**src/rtl/mux8_arb.sv**
```systemverilog
// Round-robin controller for an external 8-bit 2:1 selector: drives sel, captures y, and
// offers the captured word on a valid/ready port. Define MUX8_ARB_CNT_EN for grant counters.
module mux8_arb #(
    parameter int WIDTH     = 8,
    parameter bit FIRST_PRI = 1'b0
) (
    input  logic             clk,
    input  logic             rst_n,
    input  logic             req_a,
    input  logic             req_b,
    output logic             gnt_a,
    output logic             gnt_b,
    output logic             sel,
    input  logic [WIDTH-1:0] y_in,
    output logic [WIDTH-1:0] out_data,
    output logic             out_valid,
    input  logic             out_ready,
    output logic             out_src
`ifdef MUX8_ARB_CNT_EN
    ,
    output logic [15:0]      cnt_a,
    output logic [15:0]      cnt_b
`endif
);

    typedef enum logic [1:0] {
        ST_IDLE   = 2'd0,
        ST_SETTLE = 2'd1,
        ST_HOLD   = 2'd2
    } state_t;

    state_t             state_r;
    state_t             state_nxt_s;
    logic               sel_r;
    logic               sel_nxt_s;
    logic               ptr_r;
    logic               ptr_nxt_s;
    logic               gnt_a_r;
    logic               gnt_a_nxt_s;
    logic               gnt_b_r;
    logic               gnt_b_nxt_s;
    logic               valid_r;
    logic               valid_nxt_s;
    logic [WIDTH-1:0]   data_r;
    logic [WIDTH-1:0]   data_nxt_s;
    logic               src_r;
    logic               src_nxt_s;
    logic               any_req_s;

    // Pointer names the favoured source only when both sources request together.
    function automatic logic pick_src(input logic ra, input logic rb, input logic ptr);
        logic pick;
        if (ra && rb) begin
            pick = ptr;
        end else if (rb) begin
            pick = 1'b1;
        end else begin
            pick = 1'b0;
        end
        return pick;
    endfunction

    assign any_req_s = req_a | req_b;

    // Next-state and next-output decode.
    always_comb begin
        state_nxt_s = state_r;
        sel_nxt_s   = sel_r;
        ptr_nxt_s   = ptr_r;
        gnt_a_nxt_s = 1'b0;
        gnt_b_nxt_s = 1'b0;
        valid_nxt_s = valid_r;
        data_nxt_s  = data_r;
        src_nxt_s   = src_r;
        case (state_r)
            ST_IDLE: begin
                if (any_req_s) begin
                    sel_nxt_s   = pick_src(req_a, req_b, ptr_r);
                    state_nxt_s = ST_SETTLE;
                end else begin
                    state_nxt_s = ST_IDLE;
                end
            end
            ST_SETTLE: begin
                data_nxt_s  = y_in;
                src_nxt_s   = sel_r;
                valid_nxt_s = 1'b1;
                gnt_a_nxt_s = ~sel_r;
                gnt_b_nxt_s = sel_r;
                ptr_nxt_s   = ~sel_r;
                state_nxt_s = ST_HOLD;
            end
            ST_HOLD: begin
                if (out_ready) begin
                    valid_nxt_s = 1'b0;
                    if (any_req_s) begin
                        sel_nxt_s   = pick_src(req_a, req_b, ptr_r);
                        state_nxt_s = ST_SETTLE;
                    end else begin
                        state_nxt_s = ST_IDLE;
                    end
                end else begin
                    state_nxt_s = ST_HOLD;
                end
            end
            default: begin
                valid_nxt_s = 1'b0;
                state_nxt_s = ST_IDLE;
            end
        endcase
    end

    // State register and registered outputs.
    always_ff @(posedge clk or negedge rst_n) begin
        if (!rst_n) begin
            state_r <= ST_IDLE;
            sel_r   <= FIRST_PRI;
            ptr_r   <= FIRST_PRI;
            gnt_a_r <= 1'b0;
            gnt_b_r <= 1'b0;
            valid_r <= 1'b0;
            data_r  <= {WIDTH{1'b0}};
            src_r   <= 1'b0;
        end else begin
            state_r <= state_nxt_s;
            sel_r   <= sel_nxt_s;
            ptr_r   <= ptr_nxt_s;
            gnt_a_r <= gnt_a_nxt_s;
            gnt_b_r <= gnt_b_nxt_s;
            valid_r <= valid_nxt_s;
            data_r  <= data_nxt_s;
            src_r   <= src_nxt_s;
        end
    end

    assign gnt_a     = gnt_a_r;
    assign gnt_b     = gnt_b_r;
    assign sel       = sel_r;
    assign out_valid = valid_r;
    assign out_data  = data_r;
    assign out_src   = src_r;

`ifdef MUX8_ARB_CNT_EN
    logic [15:0] cnt_a_r;
    logic [15:0] cnt_b_r;

    function automatic logic [15:0] sat_inc(input logic [15:0] v);
        logic [15:0] r;
        if (v == 16'hFFFF) begin
            r = v;
        end else begin
            r = v + 16'd1;
        end
        return r;
    endfunction

    // Saturating grant counters, stepped on the edge that raises each grant.
    always_ff @(posedge clk or negedge rst_n) begin
        if (!rst_n) begin
            cnt_a_r <= 16'h0000;
            cnt_b_r <= 16'h0000;
        end else begin
            if (gnt_a_nxt_s) begin
                cnt_a_r <= sat_inc(cnt_a_r);
            end
            if (gnt_b_nxt_s) begin
                cnt_b_r <= sat_inc(cnt_b_r);
            end
        end
    end

    assign cnt_a = cnt_a_r;
    assign cnt_b = cnt_b_r;
`endif

endmodule

```
**config.mk**
```make
export PLATFORM = sky130hd
export DESIGN_NAME = mux8_arb
export DESIGN_NICKNAME = d
export VERILOG_FILES = /design/src/rtl/mux8_arb.sv
export SDC_FILE = /design/constraint.sdc
export NUM_CORES = 1
export LEC_CHECK = 0
export CORE_MARGIN = 2
export CORE_UTILIZATION = 40
export DETAILED_ROUTE_END_ITERATION = 16
export PLACE_DENSITY = 0.75
export SLEW_MARGIN = 0
export SYNTH_ARGS = -nofsm -noshare
export SYNTH_HDL_FRONTEND = slang
export SYNTH_SLANG_ARGS = --single-unit
```
**constraint.sdc**
```tcl
create_clock -name clk -period 1.9 [get_ports clk]
set_clock_uncertainty 0.2 [all_clocks]
set_input_delay 0.38 -clock clk [delete_from_list [all_inputs] [get_ports clk]]
set_output_delay 0.38 -clock clk [all_outputs]
set_load 0.1 [all_outputs]
```
==> reports/metrics.cfg, run 1 <==
[route]
drc = 0
wl_per_cell_um = 14.2
drtAntennaViolNets = 0
drt-initial-drc-count = 7
viasPerCell = 5.02
vias = 437
wirelength_um = 1240
first_pass_iters = 2

[timing]
tightest_slew_ps = 427
slew_headroom = 0.715
hold_viol = 0
layout_setup_ws_ps = 324
rsz0062_at_grt = no
fmax_mhz = 635
drv_slew = 0
period_needed_ps = 1580
setup_viol = 0
hold_ws_ps = 210
final_min_period_over_clock_period = 0.829
tns_ps = 0

[cts]
cts_buffer_depth = 2
cts.sink_count = 16
ctsHoldBuffers = 0
cts_setup_buffers = 0
clock_latency_ps = 280
cts_buffers = 3
path_clk_slew_ps = 100
cts_tree = done
cts_htree_levels = 1
cts_resized = 0
root_buffer = clkbuf_4

[final_layout]
multiInputGateArea_um2 = 224
layout.cells.non_filler = 87
seqCellArea_um2 = 400
layout_common_cells = dfrtp_1, buf_12, clkdlybuf4s50_1
final_common_cell = dfrtp_1
diodes = 0
drive_gt1_frac = 0.423
area_growth_pct = 66.7
num-fill-cells = 107
nets = 85

[global_route]
antenna_found_initial = 0
grt_overflow = 0
grt_max_degree = 17
grt_usage = 0.147
grt_pass1_wl_um = 2050
grt_pass1_vias = 469

[run_status]
outcome = completed

[logic_synthesis]
async_reset_ff_frac = 1.00
yosysSeqAreaShare = 0.623
syn_nets = 55
ys_ff_latch = 16
synth_edf_count = 0
synth_warnings = 0
synthTopCellsByArea = dfrtp_1, mux2_4, mux2_2, buf_8, o21a_1
ys_types = 16
syn_inst = 42
synth_top_cell_area_share = 0.623
syn_area_um2 = 643
synth_flop_cell = dfrtp_1
synth_top_area_cell = dfrtp_1
synth.avg_cell_area_um2 = 15.3

[placed_design]
io_buffers = 25
place_ws_ps = 313
place_congestion = 0.710
hpwl_um = 927
dp_cells = 83

[floorplan]
core_area_um2 = 1510
dieArea_um2 = 1940
die_y_um = 44.1
initial_core_util = 0.427
io_pins = 26
num_rows = 14
die_w_um = 44.1

[worst_setup_path]
start_kind = flop
r2r_setup_slack_ps = 320
critPathLaunch = state_r[0]
crit_type = reg2reg
required_ps = 1870
r2r_start = state_r[0]
reg2reg_depth = 2
rr_endpoint = out_data[3]
cp_max_fo = 12
cp-end-kind = flop
arrival_ps = 1550

[run]
maxCapViolCount = 0

[worst_hold_path]
hp-class = in2async

synth_stat cells (2+ instances only):
library cell,number
mux2_2,2
a31oi_1,2
dfrtp_1,16
mux2_4,7
o21a_1,2
nor2_1,3
worst max-delay path by stage:
stage               cells after the start     endpoint
CTS                                     2  out_data[3]
finish                                  2  out_data[3]
detailed placement                      4          sel
floorplan                               2        ptr_r
global placement                        4          sel
global route                            2  out_data[3]
through the flow:
stage	instance area, um^2	util
6_report	1070	0.712
5_1_grt	1070	0.712
4_1_cts	1070	0.712
3_5_place_dp	1040	0.688
3_3_place_gp	1040	0.688
2_1_floorplan	643	-
routing by layer:
layer  up-vias  global-route usage  routed length (um)
met1       215               0.190                 518
met2        18               0.247                 637
met5         -                   0                   0
met4         0              0.0545                  14
met3         2              0.0286                  65
li1        202                   -                   -
area by class of cell:
| class | count | area share |
|---|---|---|
| sequential | 16 | 0.373 |
| inverter | 1 | 0.00350 |
| tap | 16 | 0.0187 |
| clock buffer | 4 | 0.0338 |
| timing repair buffer | 26 | 0.362 |
| multi-input combinational | 24 | 0.209 |
critical path, stage by stage (launching register included):
cell and delay (ps):
dfrtp_1 440, nor2b_4 440, mux2_2 390
registers in the layout (all words and copies together) (netlist names):
name,flops
ptr_r,1
out_src,1
out_data,8
gnt_b,1
out_valid,1
state_r,2
gnt_a,1
sel,1
cell families after synthesis:
logic type      share of synthesized area
flops                               0.623
mux                                 0.198
simple gates                       0.0856
compound gates                     0.0642
buf+inv                            0.0292
Power of run 1 is not shown: default switching activity piles up to over one toggle a cycle in this logic, so the estimate is an artifact.
==> run 2, diff against run 1 <==
clock period = 1.45 ns   (was 1.9 ns; I/O delays follow)
==> run 2 against run 1 <==
  * Register-to-register slack got worse by 250 ps
  * Non-clock buffer count rose by 6
  * Wire length rose by 11%
  * Critical path depth fell by 1
  * Clock-buffer cell count did not move
  * Via count rose by 5.9%
  * Global-route usage rose by 2.4 points
  * Setup slack got worse by 300 ps
==> reports/metrics.cfg, run 2 (synthesis gave the netlist of run 1 again) <==
[floorplan]
core_area_um2 = 1510
io_pins = 26
num_rows = 14
die_y_um = 44.1
initial_core_util = 0.427
die_w_um = 44.1
dieArea_um2 = 1940

[timing]
rsz0062_at_grt = no
period_needed_ps = 1420
tightest_slew_ps = 198
slew_headroom = 0.868
hold_viol = 0
setup_viol = 0
drv_slew = 0
fmax_mhz = 703
layout_setup_ws_ps = 27.3
final_min_period_over_clock_period = 0.981

[final_layout]
largest_reg_flops = 8
drive_gt1_frac = 0.597
nets = 91
final_util = 0.750
diodes = 0
area_growth_pct = 75.7
final_common_cell = buf_12
layout_common_cells = buf_12, clkdlybuf4s50_1, dfrtp_2

[cts]
root_buffer = clkbuf_4
cts_buffer_depth = 2
ctsHoldBuffers = 0
cts_resized = 0
clock_latency_ps = 290
cts_htree_levels = 1
cts.sink_count = 16
cts_buffers = 3
path_clk_slew_ps = 100
cts_setup_buffers = 0
cts_tree = done

[route]
drt-initial-drc-count = 11
wirelength_um = 1370
wl_per_cell_um = 14.7
first_pass_iters = 4
drtAntennaViolNets = 0
drc = 0
viasPerCell = 4.98
vias = 463

[worst_setup_path]
start_kind = flop
critPathBufInv = 1
required_ps = 960
crit_chain = buf_12
critPathTopFamily = flip-flops
slowest_stage = dfrtp_2
crit_type = reg2out
cp-end-kind = primary output
cp_slowest_stage_delay_ps = 460
arrival_ps = 930
cp_max_fo = 4

[global_route]
grt_pass1_vias = 454
grt_pass1_wl_um = 2260
grt_max_degree = 17
grt_usage = 0.171
antenna_found_initial = 0
grt_overflow = 0

[placed_design]
io_buffers = 25
place_ws_ps = -64.7
place_congestion = 0.782
hpwl_um = 1040

[worst_hold_path]
hp-class = in2async

[run_status]
outcome = completed

[run]
maxCapViolCount = 0

## run 2: changes by cell type in the layout (fill, tap and decap cells not counted)
cell | previous run | this run
dfrtp_2 | 0 | 10
buf_4 | 1 | 7
dfrtp_1 | 16 | 6
## run 2: layer usage
| metal | wire length, um | track usage | up-vias |
|---|---|---|---|
| li1 | - | - | 213 |
| met1 | 581 | 0.216 | 224 |
| met2 | 692 | 0.265 | 24 |
| met3 | 81 | 0.0286 | 2 |
| met4 | 12 | 0.127 | 0 |
| met5 | 0 | 0 | - |
## run 2: layout make-up
| cell class | count | area, um^2 |
|---|---|---|
| Fill cell | 95 | 377 |
| Clock buffer | 4 | 36.3 |
| Sequential cell | 16 | 413 |
| Timing Repair Buffer | 32 | 433 |
| Inverter | 1 | 3.75 |
| Multi-Input combinational cell | 24 | 224 |
| Tap cell | 16 | 20.0 |
## run 2: worst paths after layout
kind | start | end | slack, ps | cells past startpoint
setup reg to reg | state_r[1] | out_src | 70 | 3
hold / removal | rst_n | out_data[5] | 110 | 2
max in group asynchronous | rst_n | out_src | 750 | 2
setup / recovery | sel | sel | 30 | 1
min in group clk | ptr_r | ptr_r | 320 | 2
hold reg to reg | ptr_r | ptr_r | 320 | 2
## run 2: through the flow
step	setup TNS, ps	instances	hold slack [ps]	instance area, um^2
finish	0	93	114	1130
global route	0	93	131	1130
global placement	-6.27	88	290	1090
floorplan	0	42	-206	656
detailed placement	-74.2	88	305	1090
CTS	0	92	125	1120
Power of run 2 is left out for the same reason.
